`config.mk`:
```
export PLATFORM = sky130hd
export DESIGN_NAME = mem_port_arbiter
export DESIGN_NICKNAME = d
export VERILOG_FILES = /design/src/rtl/mem_arb_pkg.sv /design/src/rtl/rr_pick.sv /design/src/rtl/mem_port_arbiter.sv
export SDC_FILE = /design/constraint.sdc
export NUM_CORES = 1
export LEC_CHECK = 0
export BUFFER_PORTS_ARGS = -buffer_cell sky130_fd_sc_hd__buf_4
export CORE_MARGIN = 5
export CORE_UTILIZATION = 38
export CTS_BUF_LIST = sky130_fd_sc_hd__clkbuf_16
export DETAILED_ROUTE_END_ITERATION = 8
export PLACE_DENSITY = 0.74
export SYNTH_ARGS = -nofsm -noshare
export SYNTH_HDL_FRONTEND = slang
export SYNTH_HIERARCHICAL = 1
export SYNTH_SLANG_ARGS = --single-unit
```
`constraint.sdc`:
```
create_clock -name clk -period 1.6 [get_ports clk]
set_clock_uncertainty 0.05 [all_clocks]
set_input_delay 0.16 -clock clk [delete_from_list [all_inputs] [get_ports clk]]
set_output_delay 0.16 -clock clk [all_outputs]
set_load 0.005 [all_outputs]
```
`src/rtl/mem_arb_pkg.sv`:
```
// Shared types for the memory port arbiter: FSM state encoding and mask-width helper.
package mem_arb_pkg;

  typedef enum logic [1:0] {
    IDLE = 2'd0,
    BUSY = 2'd1,
    RESP = 2'd2
  } arb_state_t;

  function automatic int calc_mask_w(input int data_w);
    return data_w / 8;
  endfunction

endpackage

```
`src/rtl/rr_pick.sv`:
```
// Combinational round-robin picker: first requester after 'last', wrapping modulo NUM_CH.
module rr_pick #(
  parameter  int NUM_CH = 2,
  localparam int IDX_W  = $clog2(NUM_CH)
) (
  input  logic [NUM_CH-1:0] req,
  input  logic [IDX_W-1:0]  last,
  output logic              valid,
  output logic [IDX_W-1:0]  grant
);

  // Scan from farthest to nearest so the nearest requester after 'last' wins.
  always_comb begin
    valid = 1'b0;
    grant = '0;
    for (int k = NUM_CH; k >= 1; k--) begin
      if (req[(int'(last) + k) % NUM_CH]) begin
        valid = 1'b1;
        grant = IDX_W'((int'(last) + k) % NUM_CH);
      end
    end
  end

endmodule

```
`src/rtl/mem_port_arbiter.sv`:
```
// N-channel round-robin arbiter merging CPU-side memory ports onto one memory port.
// Define MEM_ARB_RDATA_REG_EN to register the response path (adds the RESP state).
//
//   state | meaning
//   IDLE  | no transaction; arbitrate among pending requests
//   BUSY  | granted request driven to memory, waiting for mem_resp
//   RESP  | (registered-rdata build only) returning captured rdata to the winner
module mem_port_arbiter
  import mem_arb_pkg::*;
#(
  parameter  int NUM_CH = 2,
  parameter  int ADDR_W = 16,
  parameter  int DATA_W = 16,
  localparam int MASK_W = calc_mask_w(DATA_W),
  localparam int IDX_W  = $clog2(NUM_CH)
) (
  input  logic                     clk,
  input  logic                     rst_n,
  input  logic [NUM_CH-1:0]        ch_read,
  input  logic [NUM_CH-1:0]        ch_write,
  input  logic [NUM_CH*MASK_W-1:0] ch_wmask,
  input  logic [NUM_CH*ADDR_W-1:0] ch_address,
  input  logic [NUM_CH*DATA_W-1:0] ch_wdata,
  output logic [NUM_CH-1:0]        ch_resp,
  output logic [DATA_W-1:0]        ch_rdata,
  output logic                     mem_read,
  output logic                     mem_write,
  output logic [MASK_W-1:0]        mem_wmask,
  output logic [ADDR_W-1:0]        mem_address,
  output logic [DATA_W-1:0]        mem_wdata,
  input  logic                     mem_resp,
  input  logic [DATA_W-1:0]        mem_rdata
);

  arb_state_t        state_q, state_d;
  // grant_q doubles as last_grant: it is only replaced by a new winner.
  logic [IDX_W-1:0]  grant_q, grant_d;
  logic              op_wr_q, op_wr_d;
  logic [ADDR_W-1:0] addr_q, addr_d;
  logic [DATA_W-1:0] wdata_q, wdata_d;
  logic [MASK_W-1:0] wmask_q, wmask_d;

  logic              pick_valid;
  logic [IDX_W-1:0]  pick_idx;
  int                sel;
  logic              busy;
  logic              resp_fire;

  rr_pick #(.NUM_CH(NUM_CH)) u_rr_pick (
    .req   (ch_read | ch_write),
    .last  (grant_q),
    .valid (pick_valid),
    .grant (pick_idx)
  );

  always_comb begin
    state_d = state_q;
    grant_d = grant_q;
    op_wr_d = op_wr_q;
    addr_d  = addr_q;
    wdata_d = wdata_q;
    wmask_d = wmask_q;
    sel     = int'(pick_idx);
    case (state_q)
      IDLE: begin
        if (pick_valid) begin
          state_d = BUSY;
          grant_d = pick_idx;
          op_wr_d = ch_write[sel];
          addr_d  = ch_address[sel*ADDR_W +: ADDR_W];
          wdata_d = ch_wdata[sel*DATA_W +: DATA_W];
          wmask_d = ch_wmask[sel*MASK_W +: MASK_W];
        end
      end
      BUSY: begin
        if (mem_resp) begin
`ifdef MEM_ARB_RDATA_REG_EN
          state_d = RESP;
`else
          state_d = IDLE;
`endif
        end
      end
      RESP:    state_d = IDLE;
      default: state_d = IDLE;
    endcase
  end

  always_ff @(posedge clk or negedge rst_n) begin
    if (!rst_n) begin
      state_q <= IDLE;
      grant_q <= IDX_W'(NUM_CH - 1);
      op_wr_q <= 1'b0;
      addr_q  <= '0;
      wdata_q <= '0;
      wmask_q <= '0;
    end else begin
      state_q <= state_d;
      grant_q <= grant_d;
      op_wr_q <= op_wr_d;
      addr_q  <= addr_d;
      wdata_q <= wdata_d;
      wmask_q <= wmask_d;
    end
  end

  assign busy        = (state_q == BUSY);
  assign mem_read    = busy & ~op_wr_q;
  assign mem_write   = busy & op_wr_q;
  assign mem_wmask   = busy ? wmask_q : '0;
  assign mem_address = addr_q;
  assign mem_wdata   = wdata_q;

`ifdef MEM_ARB_RDATA_REG_EN
  logic [DATA_W-1:0] rdata_q, rdata_d;

  always_comb begin
    rdata_d = rdata_q;
    if (busy && mem_resp) rdata_d = mem_rdata;
  end

  always_ff @(posedge clk or negedge rst_n) begin
    if (!rst_n) rdata_q <= '0;
    else        rdata_q <= rdata_d;
  end

  assign resp_fire = (state_q == RESP);
  assign ch_rdata  = resp_fire ? rdata_q : '0;
`else
  assign resp_fire = busy & mem_resp;
  assign ch_rdata  = resp_fire ? mem_rdata : '0;
`endif

  always_comb begin
    ch_resp = '0;
    if (resp_fire) ch_resp[grant_q] = 1'b1;
  end

endmodule

```
### Word-level counts from Yosys, hierarchy flattened

Cells that the tools add are included.

| word-level totals | value |
|---|---|
| register bits after elaboration | 38 |
| word-level logic and storage cells | 50 |

| operators by class | value |
|---|---|
| add/subtract/negate cells | 2 |
| $lt $le $gt $ge | 5 |
| eq/ne operators | 3 |
| shifts and indexed selects | 3 |
| muxes and demuxes | 20 |
| bitwise operators | 7 |
| reduce and logical (&&, ||, !) cells | 4 |

Operators by type and width:

| cell | count |
|---|---|
| 32-bit by 6-bit indexed part select with 16-bit output | 2 |
| 16-bit two-way mux | 1 |
| 1-bit two-way mux | 13 |
| 2-bit two-way mux | 4 |
| 2-bit by 3-bit < comparator with 1-bit output, second input constant | 2 |
| 1-bit by 2-bit < comparator with 1-bit output, second input constant | 2 |
| 2-bit != test, second input constant | 2 |
| 2-bit case mux with 2 select lines | 1 |
| 2-bit AND reduction | 2 |
| 4-bit by 3-bit indexed part select with 2-bit output | 1 |
| 1-bit bitwise AND | 3 |
| 1-bit adder, second input constant | 2 |
| 1-bit bitwise AND, first input constant | 2 |
| 2-bit by 1-bit equality test with 1-bit output, second input constant | 1 |
| 2-bit logical NOT | 1 |
| 2-bit OR | 1 |
| 1-bit demux with 1-bit select | 1 |
| 1-bit >= comparator, second input constant | 1 |
| 1-bit logical AND | 1 |
| 1-bit inverter | 1 |

### Logic depth before layout (Yosys ltp)

Gate-level depths: netlist of the first run.

| depth | value |
|---|---|
| depth in word-level cells | 9 |
| mapped depth | 6 |
| mapped depth without buffers | 4 |

### By module

Netlist of the first run, hierarchy kept.

By module, submodules not included:

| module | times used | cells each | area each (sq um) |
|---|---|---|---|
| mem_port_arbiter | 1 | 147 | 2,233.4 |
| rr_pick | 1 | 2 | 13.8 |

### Worst setup path before layout of the first run

OpenSTA, ideal clock, no wires.

| timing path | value |
|---|---|
| path kind | input to register |
| from | input ch_write[0] |
| to | register addr_q[0] (netlist: mem_address[0]) |
| arrival time | 1,466 ps |
| required time | 1,425 ps |
| path slack | -41 ps |
| cell stages on the path | 6 |
| buffers on the path | 2 |
| cell sequence | or2_2 > a21boi_1 > buf_6 > buf_12 > mux2_4 > mux2_4 |

| between the ends | value |
|---|---|
| cells in the longest elaborated chain, start to end | 7 |
| elaborated cells between the ends (all ways) | 13 |

RTL lines:

| what | line | text |
|---|---|---|
| from (decl) | mem_port_arbiter.sv:20 | `input logic [NUM_CH-1:0] ch_write,` |
| 2-bit OR * | mem_port_arbiter.sv:50 | `.req (ch_read \| ch_write),` |
| 1-bit two-way mux (implied by the code) (3 in series) | rr_pick.sv:17 | `if (req[(int'(last) + k) % NUM_CH]) begin` |
| 1-bit two-way mux | rr_pick.sv:17 |  |
| 1-bit two-way mux * | rr_pick.sv:17 |  |
| net pick_idx | mem_port_arbiter.sv:44 | `logic [IDX_W-1:0] pick_idx;` |
| 32-bit by 6-bit indexed part select with 16-bit output * | mem_port_arbiter.sv:70 | `addr_d = ch_address[sel*ADDR_W +: ADDR_W];` |
| to (signal assigned) | mem_port_arbiter.sv:101 | `addr_q <= addr_d;` |
| to (decl) | mem_port_arbiter.sv:39 | `logic [ADDR_W-1:0] addr_q, addr_d;` |

Mark *: on every way through the listed nets, which the timed path passes. The rest lies on a longest branch. The select of a mux whose other input is x is not followed.
A chain may end at the register's enable or synchronous reset.

### Worst setup path after layout of the first run

| timing path | value |
|---|---|
| from | register grant_q |
| to | register wdata_q[8] (netlist: mem_wdata[8]) |

| between the ends | value |
|---|---|
| cells in the longest elaborated chain, start to end | 7 |
| elaborated cells between the ends (all ways) | 14 |

RTL lines:

| what | line | text |
|---|---|---|
| from (decl) | mem_port_arbiter.sv:37 | `logic [IDX_W-1:0] grant_q, grant_d;` |
| from (signal assigned) | mem_port_arbiter.sv:92 | `grant_q <= IDX_W'(NUM_CH - 1);` |
| from (signal assigned) | mem_port_arbiter.sv:99 | `grant_q <= grant_d;` |
| 1-bit adder | rr_pick.sv:17, rr_pick.sv:19 |  |
| 1-bit two-way mux (implied by the code) (3 in series) | rr_pick.sv:17 |  |
| 1-bit two-way mux | rr_pick.sv:17 |  |
| 1-bit two-way mux * | rr_pick.sv:17 |  |
| net pick_idx | mem_port_arbiter.sv:44 |  |
| 32-bit by 6-bit indexed part select with 16-bit output * | mem_port_arbiter.sv:71 | `wdata_d = ch_wdata[sel*DATA_W +: DATA_W];` |
| to (signal assigned) | mem_port_arbiter.sv:102 | `wdata_q <= wdata_d;` |
| to (decl) | mem_port_arbiter.sv:40 | `logic [DATA_W-1:0] wdata_q, wdata_d;` |

Marked as above.

==> reports/results.txt, run 1 <==
RSZ-0062 raised after global routing = yes
First-pass GRT wire length = 8590 µm
Final #Nets = 389
Met3 Track Usage GR = 4.26%
Post-Syn Instances = 149
Slew HR = 68.1%
Least-Margin Pin Slew = 0.478 ns
Area post-placement = 3430 µm²
Syn_nets = 240
Ant diodes = 0
Routed WL = 5590 µm
CP delay by family, top = multiplexers
Setup tns final = 0 ns
Met1 global-route usage = 15.3%
Ys Warns = 6
Post-route DRC = 0
Vias in the first global route = 1803
Commonest non-fill, non-tap cells in the layout = buf_4, mux2_4, dfrtp_1
Max-Cap Viols = 0
Antenna Nets Post-Route = 0
Commonest non-fill, non-tap cell in the layout = buf_4
Final period utilization = 99.1%
Leakage = 1.94 nW
Finished Core Util = 61.4%
Synth unique cells = 18
Core area = 5850 µm²
CP max-delay cell = dfstp_2
Most used cell, CP = mux2_2
Mapped Area = 2250 µm²
Row cnt = 28
Worst reg-to-reg path cell count = 4
Layout cells sized above 1 = 78.5%
Met2 Use GR = 27.0%
Die W = 86.9 µm
DR iter-0 viols = 25
PwrDens = 1660 nW/µm²
Final setup violation count = 0
Antenna violations before repair = 0
Outcome = completed
Synthesis-stage register bit count = 37
CP max stage delay = 0.38 ns
Gpl congestion = 0.667
Dpl ws = -0.163 ns
Total grt overflow = 0
Post-DP HPWL = 4550 µm
Crit path capture type = flip-flop
Initial Util = 38.4%
Final Hold Viols = 0
CTS max path bufs = 2
Wire per inst = 15.0 µm
Maximum ir drop on the vdd rail = 0.716 mV
Post-route insts no fill = 373
Design area = 3590 µm²
Post-CTS Setup Repair Bufs = 0
Hold Path Depth = 3
Setup crit start kind = flip-flop
GRT Overall Usage = 14.4%
Die Span Y = 86.9 µm
Tightest Hold Check Type = in2reg
Data required, critical path = 1.71 ns
Min cycle time layout = 1.59 ns
Placed cell count = 365
Clock sink total = 37
CP Data Arrival Time = 1.69 ns
F_max = 631 MHz
IO buf count = 144
Post-DR vias/cell = 4.68
Slew Viols, Final = 0
GR peak layer = met2
H-Tree Depth = 2
Final worst slack = 0.0148 ns
Pwr Total = 5.96 mW
Min Hold Slack = 0.187 ns
Fill cells = 482
Avg Inst Size Synth = 15.1 µm²
CP Cell Sequence = a21boi_4 > buf_12 > mux2_2 > mux2_2
Layout area overhead = 60.0%
TritonRoute pass-1 iters = 4
Via Count = 1747
Seq/Total Area, Yosys = 41.3%
CTS tree = yes
# IOs = 145
CP bufs+invs = 1
CTS root buffer = clkbuf_16
Clk_lat worst skew = 0.27 ns
Largest net degree at the start of global routing = 38
Crit-path max FO = 18
Levels on crit path = 4
Inserted Clock Buffers = 5
Crit Path Class = reg2reg
CTS clk-pin slew, worst paths = 0.05 ns
Die ar. = 7550 µm²
-- state kept, by name, indices dropped and copies added (netlist names) --
register / cells
mem_address: 16
grant_q: 1
state_q: 1
wmask_q: 2
mem_wdata: 16
op_wr_q: 1
-- layer usage --
layer / routed length [µm] / part of all wire (%)
met5: 0 / 0
met4: 67 / 1.2
met3: 590 / 11
met2: 2980 / 53
met1: 1950 / 35
-- worst register-to-register path: cells and delay by family (launching register included) --
| family | cells | cell delay (ns) |
|---|---|---|
| AOI/OAI and AO/OA | 1 | 0.22 |
| muxes | 2 | 0.61 |
| buffers and inverters | 1 | 0.21 |
| DFF | 1 | 0.38 |
-- path summary, 6_finish.rpt --
check,from,end,slack [ns]
setup reg to reg,grant_q,mem_wdata[8],0.01
setup / recovery,grant_q,mem_wdata[8],0.01
min in group asynchronous,rst_n,mem_wdata[11],0.33
hold / removal,mem_resp,state_q[0],0.19
max in group asynchronous,rst_n,grant_q,0.79
hold reg to reg,wmask_q[1],wmask_q[1],0.45
-- area by class of cell --
type	instances	area [µm²]	area share, %
repair buffers	153	1200	33.4
multi-input cells	100	1230	34.3
clock buffers	5	125	3.48
inverters	1	3.75	0.104
well taps	75	93.8	2.61
flip-flops and latches	37	927	25.8
clock inverters	2	11.3	0.313
-- cells in the mapped netlist (all sizes together) --
library cell | number | area (µm²)
or2 | 3 | 18.8
nand2 | 1 | 3.75
nor2 | 1 | 3.75
nor2b | 2 | 12.5
clkbuf | 3 | 11.3
mux2 | 71 | 1020
buf | 8 | 109
dfstp | 1 | 26.3
and3 | 17 | 106
a21o | 1 | 7.51
inv | 1 | 3.75
a21boi | 1 | 7.51
and2 | 3 | 18.8
dfrtp | 36 | 901
-- where the power goes --
| part | switching (mW) | leakage (nW) | internal (mW) |
|---|---|---|---|
| clock | 0.342 | 0.0633 | 0.561 |
| sequential | 0.292 | 0.430 | 1.44 |
| combinational | 1.07 | 1.44 | 2.26 |
| total | 1.70 | 1.94 | 4.26 |
-- cells by family (layout without fill, tap and decap cells) --
family	after synthesis	count (layout)	share of synthesized area (%)
DFF	37	37	41.3
buffers and inverters	12	161	5.51
AOI/OAI and AO/OA	2	2	0.668
muxes	71	71	45.3
and+or+nand+nor	27	27	7.29
-- what timing repair did --
action                                 in CTS  in global routing
resized for setup                           1                  3
endpoints found under the hold margin      36                  0
setup endpoints to repair                   3                  6
hold buffers                                1                  0
pin swaps                                   1                  0
Note: power is estimated with default switching activity, not from simulation.
==> run 2, diff against run 1 <==
--- a/config.mk
+++ b/config.mk
@@ -8,7 +8,7 @@
 export BUFFER_PORTS_ARGS = -buffer_cell sky130_fd_sc_hd__buf_4
 export CORE_MARGIN = 5
 export CORE_UTILIZATION = 38
-export CTS_BUF_LIST = sky130_fd_sc_hd__clkbuf_16
+export CTS_BUF_LIST = sky130_fd_sc_hd__clkbuf_8 sky130_fd_sc_hd__clkbuf_16
 export DETAILED_ROUTE_END_ITERATION = 8
 export PLACE_DENSITY = 0.74
 export SYNTH_ARGS = -nofsm -noshare
==> constraint.sdc (replaced) <==
create_clock -name clk -period 1.6 [get_ports clk]
set_clock_uncertainty 0.05 [all_clocks]
set_input_delay 0.24 -clock clk [delete_from_list [all_inputs] [get_ports clk]]
set_output_delay 0.24 -clock clk [all_outputs]
set_load 0.005 [all_outputs]
==> run 2 against run 1 <==
Die area unchanged. Non-clock buffer count shrank 1. Cell count did not move. Register-to-register slack improved by 0.02 ns. Critical endpoint is now mem_address[1]. Largest cell class unchanged.
==> reports/results.txt, run 2 (synthesis gave the netlist of run 1 again) <==
Outcome = completed (unchanged)
Min cycle time layout = 1.56 ns (was 1.59 ns)
CP max stage delay = 0.39 ns (was 0.38 ns)
First-pass GRT wire length = 8650 µm (was 8590 µm)
Max-Cap Viols = 0 (unchanged)
Design area = 3540 µm² (was 3590 µm²)
F_max = 641 MHz (was 631 MHz)
Ant diodes = 0 (unchanged)
Post-CTS Setup Repair Bufs = 0 (unchanged)
Leakage = 1.93 nW (was 1.94 nW)
Area post-placement = 3430 µm² (about the same)
CTS clk-pin slew, worst paths = 0.07 ns (was 0.05 ns)
CTS root buffer = clkbuf_8 (was clkbuf_16)
PwrDens = 1600 nW/µm² (was 1660 nW/µm²)
Slew Viols, Final = 0 (unchanged)
Final #Nets = 388 (was 389)
Die ar. = 7550 µm² (unchanged)
Clock sink total = 37 (unchanged)
Post-route DRC = 0 (unchanged)
Antenna violations before repair = 0 (unchanged)
Layout cells sized above 1 = 78.5% (unchanged)
GR peak layer = met2 (unchanged)
Most used cell, CP = mux2_4 (was mux2_2)
Vias in the first global route = 1811 (was 1803)
Row cnt = 28 (unchanged)
H-Tree Depth = 2 (unchanged)
Setup tns final = 0 ns (unchanged)
Layout area overhead = 57.7% (was 60.0%)
Dpl ws = -0.243 ns (was -0.163 ns)
Post-DP HPWL = 4460 µm (was 4550 µm)
Commonest non-fill, non-tap cells in the layout = buf_4, mux2_4, dfrtp_1 (unchanged)
Core area = 5850 µm² (unchanged)
IO buf count = 144 (unchanged)
Antenna Nets Post-Route = 0 (unchanged)
Commonest non-fill, non-tap cell in the layout = buf_4 (unchanged)
GRT Overall Usage = 14.4% (about the same)
# IOs = 145 (unchanged)
Die Span Y = 86.9 µm (unchanged)
Setup crit start kind = flip-flop (unchanged)
Hold Path Depth = 3 (unchanged)
CTS tree = yes (unchanged)
Routed WL = 5590 µm (about the same)
DR iter-0 viols = 37 (was 25)
Final worst slack = 0.0395 ns (was 0.0148 ns)
CP delay by family, top = multiplexers (unchanged)
CP Cell Sequence = a21boi_4 > buf_12 > mux2_4 > mux2_4 (was a21boi_4 > buf_12 > mux2_2 > mux2_2)
Via Count = 1713 (was 1747)
Data required, critical path = 1.72 ns (was 1.71 ns)
Total grt overflow = 0 (unchanged)
Pwr Total = 5.66 mW (was 5.96 mW)
Met2 Use GR = 25.2% (was 27.0%)
Slew HR = 69.3% (was 68.1%)
Crit Path Class = reg2reg (unchanged)
Maximum ir drop on the vdd rail = 0.648 mV (was 0.716 mV)
Tightest Hold Check Type = in2reg (unchanged)
Initial Util = 38.4% (unchanged)
Die W = 86.9 µm (unchanged)
Clk_lat worst skew = 0.28 ns (was 0.27 ns)
Crit path capture type = flip-flop (unchanged)
Final Hold Viols = 0 (unchanged)
CP bufs+invs = 1 (unchanged)
RSZ-0062 raised after global routing = yes (unchanged)
Met3 Track Usage GR = 5.87% (was 4.26%)
Finished Core Util = 60.6% (was 61.4%)
Levels on crit path = 4 (unchanged)
Met1 global-route usage = 16.3% (was 15.3%)
CTS max path bufs = 2 (unchanged)
Least-Margin Pin Slew = 0.460 ns (was 0.478 ns)
Final setup violation count = 0 (unchanged)
Wire per inst = 15.0 µm (about the same)
CP max-delay cell = dfstp_2 (unchanged)
Crit-path max FO = 16 (was 18)
Inserted Clock Buffers = 5 (unchanged)
Final period utilization = 97.5% (was 99.1%)
Gpl congestion = 0.664 (was 0.667)
CP Data Arrival Time = 1.68 ns (was 1.69 ns)
Worst reg-to-reg path cell count = 4 (unchanged)
TritonRoute pass-1 iters = 3 (was 4)
Largest net degree at the start of global routing = 38 (unchanged)
Fill cells = 485 (was 482)
Post-DR vias/cell = 4.59 (was 4.68)
[run 2: where the power goes]
| group | leakage, nW | switching [mW] | internal [mW] |
|---|---|---|---|
| registers | 0.430 | 0.284 | 1.43 |
| logic | 1.45 | 1.07 | 2.25 |
| clock network | 0.0491 | 0.323 | 0.296 |
| total | 1.93 | 1.68 | 3.98 |
[run 2: through the flow]
step / hold slack [ns] / std cells
after floorplan: -0.106 / 149
after global placement: 0.180 / 364
after detailed placement: 0.182 / 364
after CTS: 0.243 / 373
after global routing: 0.249 / 373
final: 0.255 / 373
[run 2: final timing paths]
| kind | from | endpoint | slack [ns] |
|---|---|---|---|
| worst max-delay path | grant_q | mem_address[1] | 0.04 |
| worst min-delay path | ch_address[31] | mem_address[15] | 0.26 |
| worst max register to register | grant_q | mem_address[1] | 0.04 |
| worst min register to register | mem_wdata[7] | mem_wdata[7] | 0.46 |
| max in group asynchronous | rst_n | grant_q | 0.74 |
| min in group asynchronous | rst_n | mem_wdata[2] | 0.41 |
[run 2: layer usage]
metal  wire [µm]  part of all wire (%)  up-vias
met5           0                     0        -
met1        1960                    35      794
met3         753                    13        5
met4          35                  0.63        0
met2        2840                    51       92
li1            -                     -      822
[run 2: layout make-up]
type                       count  area, µm²  share of cell area (%)
clock buffer                   5       68.8                    1.94
clock inverter                 3       13.8                   0.388
inverter                       1       3.75                   0.106
multi-input combinational    100       1240                    35.0
sequential                    37        927                    26.2
tap                           75       93.8                    2.65
timing repair buffer         152       1200                    33.8
[run 2: worst reg2reg max path, delay by kind of cell, from the launching register on]
kind,cells,cell delay [ns]
AO/OA/AOI/OAI,1,0.22
multiplexers,2,0.58
buffers and inverters,1,0.21
flip-flops,1,0.39
[run 2: what timing repair did]
item,4_1_cts,5_1_grt
hold buffers,1,0
endpoints found under the setup margin,5,10
gates resized for setup,1,5
endpoints found under the hold margin,36,0
pin swaps,1,0
